<file path="src/rtl/bank_accounter.sv">
// bank_accounter: per-address record of which write bank holds the newest data.
// Write agents update the record one cycle after their write; read agents get a
// combinational bank selector (read-first against same-cycle writes). Cycles in
// which any address sees two or more writers are counted in a saturating counter.
module bank_accounter #(
  parameter int ADDR_WIDTH      = 3,
  parameter int NB_WRAGENT      = 2,
  parameter int NB_RDAGENT      = 2,
  parameter int WRITE_COLLISION = 1,
  parameter int SELECT_WIDTH    = (NB_WRAGENT == 1 ? 1 : $clog2(NB_WRAGENT)) + WRITE_COLLISION,
  parameter int CNT_WIDTH       = 8
) (
  input  logic                               aclk,
  input  logic                               aresetn,
  input  logic [NB_WRAGENT-1:0]              wren,
  input  logic [NB_WRAGENT*ADDR_WIDTH-1:0]   wraddr,
  input  logic [NB_RDAGENT-1:0]              rden,
  input  logic [NB_RDAGENT*ADDR_WIDTH-1:0]   rdaddr,
  output logic [NB_RDAGENT*SELECT_WIDTH-1:0] bank_select,
  input  logic                               cnt_clear,
  output logic [CNT_WIDTH-1:0]               wrcollision_cnt
);

  localparam int DEPTH = 2 ** ADDR_WIDTH;
  localparam int IDX_W = SELECT_WIDTH - WRITE_COLLISION;

  logic [SELECT_WIDTH-1:0] entry_q  [DEPTH];
  logic [SELECT_WIDTH-1:0] wr_entry [DEPTH];
  logic [IDX_W-1:0]        wr_idx   [DEPTH];
  logic [DEPTH-1:0]        wr_hit;
  logic [DEPTH-1:0]        wr_multi;
  logic                    any_collision;

  // Resolve every address independently: who writes it, and is there more than one writer.
  // Agents are scanned in ascending order so the highest writing agent wins the index.
  always_comb begin
    wr_hit   = '0;
    wr_multi = '0;
    for (int a = 0; a < DEPTH; a++) begin
      wr_idx[a] = '0;
      for (int i = 0; i < NB_WRAGENT; i++) begin
        if (wren[i] && (wraddr[i*ADDR_WIDTH +: ADDR_WIDTH] == ADDR_WIDTH'(a))) begin
          if (wr_hit[a]) wr_multi[a] = 1'b1;
          wr_hit[a] = 1'b1;
          if (NB_WRAGENT > 1) wr_idx[a] = IDX_W'(i);
        end
      end
    end
  end

  assign any_collision = |wr_multi;

  // Assemble the new entry; the flag bit only exists when collisions are stored.
  generate
    if (WRITE_COLLISION == 1) begin : g_flag
      // Entry = {collision flag, bank index}.
      always_comb begin
        for (int a = 0; a < DEPTH; a++) wr_entry[a] = {wr_multi[a], wr_idx[a]};
      end
    end else begin : g_noflag
      // Entry = bank index only.
      always_comb begin
        for (int a = 0; a < DEPTH; a++) wr_entry[a] = wr_idx[a];
      end
    end
  endgenerate

  // Table of flops; only addresses written this cycle change.
  always_ff @(posedge aclk or negedge aresetn) begin
    if (!aresetn) begin
      for (int a = 0; a < DEPTH; a++) entry_q[a] <= '0;
    end else begin
      for (int a = 0; a < DEPTH; a++) begin
        if (wr_hit[a]) entry_q[a] <= wr_entry[a];
      end
    end
  end

  // Combinational lookup; reads see the pre-write contents (read-first).
  always_comb begin
    bank_select = '0;
    for (int r = 0; r < NB_RDAGENT; r++) begin
      if (rden[r])
        bank_select[r*SELECT_WIDTH +: SELECT_WIDTH] = entry_q[rdaddr[r*ADDR_WIDTH +: ADDR_WIDTH]];
    end
  end

  // Saturating collision-cycle counter; a clear overrides a same-cycle event.
  always_ff @(posedge aclk or negedge aresetn) begin
    if (!aresetn) begin
      wrcollision_cnt <= '0;
    end else if (cnt_clear) begin
      wrcollision_cnt <= '0;
    end else if (any_collision && (wrcollision_cnt != '1)) begin
      wrcollision_cnt <= wrcollision_cnt + 1'b1;
    end
  end

endmodule
</file>
<file path="config.mk">
export PLATFORM = sky130hd
export DESIGN_NAME = bank_accounter
export DESIGN_NICKNAME = d
export VERILOG_FILES = /design/src/rtl/bank_accounter.sv
export SDC_FILE = /design/constraint.sdc
export NUM_CORES = 1
export LEC_CHECK = 0
export CORE_AREA = 2 2 63 65
export DETAILED_ROUTE_END_ITERATION = 10
export DIE_AREA = 0 0 65 67
export PLACE_DENSITY = 0.72
export SYNTH_ARGS = -nofsm -noshare
export SYNTH_HDL_FRONTEND = slang
export SYNTH_SLANG_ARGS = --single-unit
</file>
<file path="constraint.sdc">
create_clock -name aclk -period 1.9 [get_ports aclk]
set_clock_uncertainty 0.2 [all_clocks]
set_input_delay 0.285 -clock aclk [delete_from_list [all_inputs] [get_ports aclk]]
set_output_delay 0.285 -clock aclk [all_outputs]
set_load 0.1 [all_outputs]
</file>
-- Word-level counts from Yosys, hierarchy flattened
Cells that the tools add are included.
- add/sub/neg operators: 1
- $lt $le $gt $ge: 2
- equal/unequal tests: 15
- mux-type cells: 50
- bitwise gates (word level): 2
- reductions and logical operators: 21
- operators with widths (cell ; count):
    1-bit 2-to-1 mux ; 40
    3-bit equality test, second input constant ; 8
    1-bit logical AND ; 17
    8-bit 2-to-1 mux ; 2
    2-bit binary-select mux with 3-bit select ; 2
    3-bit by 2-bit equality test with 1-bit output, second input constant ; 4
    2-bit 2-to-1 mux ; 6
    8-bit by 1-bit adder with 8-bit output, second input constant ; 1
    4-bit greater-or-equal comparator, second input constant ; 2
    8-bit != test, second input constant ; 1
    3-bit inverter with 4-bit output ; 2
    8-bit OR reduction ; 1
    3-bit by 1-bit equality test with 1-bit output, second input constant ; 2
    3-bit zero test ; 2
    2-bit nonzero test ; 1
- bits in registers: 24
- bits of input ports: 19
- output and inout port bits: 12

-- Longest topological paths before layout
Gate-level depths: netlist of run 1.
- depth after elaboration: 9
- depth in mapped cells: 5

-- Worst setup path after synthesis of run 1
Ideal clock, no wire load.
- path type: register -> register
- start point: register wrcollision_cnt[0]
- end point: register wrcollision_cnt[7]
- setup time: 77 ps
- arrival time: 2253 ps
- data required time: 1623 ps
- setup slack: -631 ps
- stages on the path, launching flop included: 6
- period minus slack after synthesis: 2531 ps
- cells stage by stage: dfrtp_1 -> ha_1 -> nand3_1 -> or3b_2 -> or3_2 -> a21oi_1
- cells in the longest elaborated chain, start to end: 3
- RTL lines (element ; line ; text):
    start: declaration ; 21 ; output logic [CNT_WIDTH-1:0] wrcollision_cnt
    start signal: assignment ; 95 ; wrcollision_cnt <= wrcollision_cnt + 1'b1;
    8-bit by 1-bit adder with 8-bit output or 8-bit != test (tied branches) ; 95, 94 ;
    8-bit 2-to-1 mux or 1-bit logical AND (tied branches) ; 94 ; end else if (any_collision && (wrcollision_cnt != '1)) begin
    8-bit 2-to-1 mux or 2-bit nonzero test (tied branches) ; n/a ;
Several ways; a longest one is shown, not always the timed one. The select of a mux whose other input is x is not followed.
A chain may end at the register's enable or synchronous reset.

-- Worst setup path in the final report of run 1
- start point: register entry_q[2] (netlist bit)
- end point: output port bank_select[2]
- cells in the longest elaborated chain, start to end: 4
- RTL lines (element ; line ; text):
    start: declaration ; 27 ; logic [SELECT_WIDTH-1:0] entry_q [DEPTH];
    start signal: indexed assignment ; 74 ; if (wr_hit[a]) entry_q[a] <= wr_entry[a];
    2-bit binary-select mux with 3-bit select ; 84 ; bank_select[r*SELECT_WIDTH +: SELECT_WIDTH] = entry_q[rdaddr[r*ADDR_WIDTH +: ADDR_WIDTH]];
    2-bit 2-to-1 mux (not written as such) (2 in a row) ; 84 ;
    2-bit 2-to-1 mux ; 83 ; if (rden[r])
    end: declaration ; 19 ; output logic [NB_RDAGENT*SELECT_WIDTH-1:0] bank_select,
No other way between the ends. The select of a mux whose other input is x is not followed.

==> metrics, run 1 <==
status=finished with violations; failing checks=setup timing; Final GP Congestion=0.868; Critical Path Sink Type=output pin; sequential share of the synthesized area=0.426; R2R cell count=5; Detailed Place HPWL=roughly 2700 um; Most Used Layer, Global Route=met2; Post-Syn Area=approximately 1400 um2; Clock Sink Count=24; Max Fclk=around 480 MHz; Core Area=roughly 3600 um2; commonest cells in the netlist=25 x nand2_1, 24 x dfrtp_1, 20 x nand3_1; vias in the first global route=around 1,300; Vias=about 1,300; initial antenna violation count=0; min Tclk post-route=between 2000 and 2500 ps; Worst EP required=1410 ps; Post-Synthesis Cells=141; initial DRC count=63; Die Ht=67 um; Hold Crit Class=primary input to asynchronous set/reset pin; final wirelength=3640 um; final hold vios=0; H-tree depth=1; layout cells sized above 1=0.438; via/cell ratio=approximately 5.6; CTS max path bufs=2; actual slew at the worst max-slew pin=around 440 ps; ANT nets after route=0; number of synthesized flops with an enable pin=0; Synth top area share=0.426; Setup TNS=-729 ps; Synth Register Bits=24; synth top area cells=dfrtp_1 43%, mux4_2 13%, nand3_1 7.1%; placed cell areas=between 2000 and 2500 um2; PortBufs=30; CTS tree=done; CTS clk-pin slew, worst paths=80 ps; met3 Use GR=0.0220; drt drc=0; first-pass GRT wire length=5920 um; FP Rows=22; Place WS=-572 ps; RSZ-0062 raised after global routing=yes; # diodes=0; P per Cell Area=between 500 and 600 nW/um2; post-route cell area=between 2000 and 2500 um2; Netlist cell types=26; count leader, synth=nand2_1; crit path max fanout=3; grt ovf=0; Starting Density=0.391; Leak Pwr=roughly 0.88 nW; Final Max Tran Viols=0; Slew headroom=0.707; area leader, netlist=dfrtp_1; Main synth FF type=dfrtp_1; endpoints failing setup=4; Post-Syn Nets=around 160; # IOs=31; YS warnings=0; setup ws final=-196 ps; syn avg cell area=roughly 10 um2; Arr. time, crit path=1610 ps; grt met1 use=0.238; max_cap viols=0; GR Util All Layers=0.181; Async SR Flop Fraction=1.00; Die W=around 65 um; met2 global-route usage=0.316; Final #Nets=around 210; P&R area growth vs syn=58.8%; WHS=162 ps; WS Path Type=flop to output pin; die area=4360 um2; Worst-Skew Late Latency=~270 ps; DRT Pass-1 Iters=4; worst vdd ir=roughly 0.25 mV; crit share post-route=1.10; WL/cell=15.2 um; CP Launch Type=flop; cts hold-fix bufs=0; Final Power=around 1.3 mW; Num CTS Buffers=3; pin count of the biggest net entering global routing=25; CTS root buf=clkbuf_8
-- layer usage --
| layer | vias to the layer above | part of all wire |
|---|---|---|
| li1 | 615 | - |
| met1 | 671 | 0.43 |
| met2 | 48 | 0.51 |
| met3 | 5 | 0.043 |
| met4 | 0 | 0.012 |
| met5 | - | 0 |
-- registers in the layout, indices dropped and copies added (netlist names) --
name / flops
wrcollision_cnt: 8
entry_q: 16
-- worst max-delay path, cell delays in order, from the launching register on --
cell and delay [ps]:
dfrtp_1 420, mux4_2 520, mux2i_4 180, nor2b_4 60, buf_12 160
-- where the power goes --
part | internal [mW] | switching, mW | total [mW]
Combinational | 0.188 | 0.201 | 0.389
Clock | 0.185 | 0.158 | 0.343
Sequential | 0.550 | 0.0337 | 0.584
-- metrics by stage --
step | instances | utilization
3_5_place_dp | 226 | 0.563
6_report | 240 | 0.620
2_1_floorplan | 141 | -
3_3_place_gp | 226 | 0.563
5_1_grt | 240 | 0.620
4_1_cts | 237 | 0.603
-- final cells by class --
cell class | count | area, um2
Timing Repair Buffer | 48 | 532
Tap cell | 48 | 60.1
Fill cell | 275 | 1370
Inverter | 1 | 3.75
Sequential cell | 24 | 623
Multi-Input combinational cell | 115 | 963
Clock buffer | 4 | 55.1
-- cells by family after synthesis --
| group | share of synthesized area |
|---|---|
| simple gates | 0.282 |
| buf+inv | 0.0142 |
| flops | 0.426 |
| fa+ha+maj | 0.00888 |
| mux | 0.187 |
| compound gates | 0.0631 |
| xor+xnor | 0.0187 |
-- final timing paths --
path                                                start                              to  slack, ps
max in group asynchronous                         aresetn  wrcollision_cnt[2]$_DFFE_PN0P_       1080
max reg2reg                wrcollision_cnt[0]$_DFFE_PN0P_  wrcollision_cnt[7]$_DFFE_PN0P_         30
min reg2reg                        entry_q[6]$_DFFE_PN0P_          entry_q[6]$_DFFE_PN0P_        310
min                                               aresetn  wrcollision_cnt[5]$_DFFE_PN0P_        160
max                                entry_q[2]$_DFFE_PN0P_                  bank_select[2]       -200
min in group aclk                               wraddr[5]          entry_q[2]$_DFFE_PN0P_        270
-- cells in the final DEF (no fill, tap or decap), types with 3 or more instances in the layout --
cell type	instances
nor2_1	5
a21oi_1	3
dlygate4sd2_1	5
clkdlybuf4s50_1	6
nor2b_1	8
nor2b_4	4
dfrtp_4	5
o21ai_0	9
dfrtp_2	3
nand2_1	24
mux2_2	3
mux4_2	8
nand4_1	3
xor2_2	3
clkbuf_8	4
mux2i_4	4
buf_12	12
dfrtp_1	16
nand3_1	19
buf_2	3
buf_4	18
-- what timing repair did --
action	4_1_cts	5_1_grt
gates cloned	1	0
endpoints found under the setup margin	12	9
endpoints found under the hold margin	0	0
pin swaps	8	3
resized for setup	38	7
buffers inserted	6	3
(Power assumes the default switching activity.)
==> run 2, diff against run 1 <==
--- a/config.mk
+++ b/config.mk
@@ -5,9 +5,10 @@
 export SDC_FILE = /design/constraint.sdc
 export NUM_CORES = 1
 export LEC_CHECK = 0
-export CORE_AREA = 2 2 63 65
+export CORE_AREA = 2 2 52 78
 export DETAILED_ROUTE_END_ITERATION = 10
-export DIE_AREA = 0 0 65 67
+export DIE_AREA = 0 0 54 80
+export GPL_TIMING_DRIVEN = 0
 export PLACE_DENSITY = 0.72
 export SYNTH_ARGS = -nofsm -noshare
 export SYNTH_HDL_FRONTEND = slang
==> metrics, run 2 (same netlist as run 1, synthesis figures left out) <==
Final Power=1.36 mW (+3.7%); PortBufs=30 (unchanged); initial DRC count=35 (-44%); P per Cell Area=665 nW/um2 (+13%); layout cells sized above 1=0.406 (-0.0319); FP Rows=27 (+23%); Vias=1,264 (-5.6%); WL/cell=15.6 um (+2.8%); Critical Path Sink Type=output pin; RSZ-0062 raised after global routing=yes; grt ovf=0 (unchanged); WS Path Type=flop to output pin; failing checks=setup timing; post-route cell area=2050 um2 (-8.2%); highest-count cells in the layout ignoring fill and taps=25 x nand2_1, 19 x nand3_1, 16 x dfrtp_1; Starting Density=0.386 (-0.00456); Arr. time, crit path=1640 ps (+30 ps); Max Fclk=471 MHz (-1.2%); ANT nets after route=0 (unchanged); Detailed Place HPWL=2580 um (-4.5%); cts hold-fix bufs=0 (unchanged); Largest regs=entry_q: 16 flops, wrcollision_cnt: 8 flops; drt drc=0 (unchanged); status=finished with violations; pin count of the biggest net entering global routing=25 (unchanged); min Tclk post-route=2120 ps (+25.7 ps); placed cell areas=1850 um2 (-8.8%); Hold Crit Class=primary input to flop; CTS max path bufs=2 (unchanged); CP Launch Type=flop; vias in the first global route=1,232 (-4.2%); Leak Pwr=0.792 nW (-10%); Core Area=3650 um2 (+1.2%); setup ws final=-222 ps (-25.7 ps); endpoints failing setup=4 (unchanged); DRT Pass-1 Iters=4 (unchanged); Die W=54 um (-17%); final hold vios=0 (unchanged); Largest register FFs=16 (unchanged); Die Ht=80 um (+19%); Final #Nets=201 (-5.6%); Worst EP required=1410 ps (about the same); # IOs=31 (unchanged); via/cell ratio=5.67 (+1.6%); CTS root buf=clkbuf_8; actual slew at the worst max-slew pin=1050 ps (+610 ps); Slew headroom=0.299 (-0.408); CTS tree=done; Worst-Skew Late Latency=270 ps (about the same); worst vdd ir=0.418 mV (+64%); die area=4320 um2 (-0.80%); Num CTS Buffers=3 (unchanged); crit path max fanout=3 (unchanged); max_cap viols=0 (unchanged); H-tree depth=1 (unchanged); CTS clk-pin slew, worst paths=80 ps (about the same); # diodes=0 (unchanged); Place WS=-1340 ps (-766 ps); Clock Sink Count=24 (unchanged); final wirelength=3470 um (-4.5%); P&R area growth vs syn=45.7%; initial antenna violation count=0 (unchanged); Final GP Congestion=0.848 (-2.3%); commonest non-fill, non-tap cell in the layout=nand2_1; Top reg by flops=entry_q; first-pass GRT wire length=5550 um (-6.2%); Final Max Tran Viols=0 (unchanged); crit share post-route=1.12 (+0.0135); GR Util All Layers=0.175 (-0.00666)
-- run 2: cell types whose count changed in the layout (fill, tap and decap cells not counted), moves of 2 or more --
cell,delta
buf_12,-8
buf_2,+5
buf_4,-13
buf_6,+2
clkdlybuf4s15_2,+8
dlygate4sd2_1,-3
xor2_1,+3
xor2_2,-3
-- run 2: worst max-delay path: stages, from the launching register on --
cell and delay, ps:
dfrtp_1 410, mux4_2 510, mux2i_2 220, nor2b_4 70
buf_12 160
-- run 2: final timing paths --
check	end	slack, ps	from	cells after the start
max	bank_select[0]	-220	entry_q[0]$_DFFE_PN0P_	4
min	entry_q[8]$_DFFE_PN0P_	160	wraddr[3]	3
max reg2reg	wrcollision_cnt[7]$_DFFE_PN0P_	30	wrcollision_cnt[0]$_DFFE_PN0P_	5
min reg2reg	entry_q[10]$_DFFE_PN0P_	320	entry_q[10]$_DFFE_PN0P_	2
max in group asynchronous	wrcollision_cnt[3]$_DFFE_PN0P_	370	aresetn	1
min in group asynchronous	wrcollision_cnt[7]$_DFFE_PN0P_	380	aresetn	1
-- run 2: layout make-up --
cell class / count / area (um2)
Buffer: 2 / 16.3
Clock buffer: 3 / 41.3
Clock inverter: 1 / 30.0
Fill cell: 323 / 1600
Inverter: 1 / 3.75
Multi-Input combinational cell: 114 / 931
Sequential cell: 24 / 623
Tap cell: 43 / 53.8
Timing Repair Buffer: 35 / 354
-- run 2: routing by layer --
metal / vias up / share of wire / track usage
met2: 34 / 0.52 / 0.290
met5: - / 0 / 0
met3: 6 / 0.042 / 0.0262
met4: 0 / 0.018 / 0.0800
li1: 596 / - / -
met1: 628 / 0.42 / 0.216
-- run 2: repair_timing --
| action | 4_1_cts | 5_1_grt |
|---|---|---|
| cloned | 1 | 0 |
| setup buffers | 1 | 3 |
| resized for setup | 109 | 7 |
| endpoints found under the setup margin | 20 | 10 |
| pin swaps | 2 | 3 |
-- run 2: through the flow --
| step | util | hold WS (ps) | std cells | TNS, ps |
|---|---|---|---|---|
| global placement | 0.508 | 275 | 214 | -10940 |
| CTS | 0.543 | 151 | 220 | -817 |
| detailed placement | 0.508 | 299 | 214 | -11540 |
| global route | 0.563 | 158 | 223 | -972 |
| floorplan | - | -211 | 141 | -194 |
| finish | 0.563 | 161 | 223 | -754 |
-- run 2: where the power goes --
part	internal [mW]	switching [mW]
Sequential	0.550	0.0340
Combinational	0.155	0.181
Clock	0.282	0.163
Total	0.987	0.378
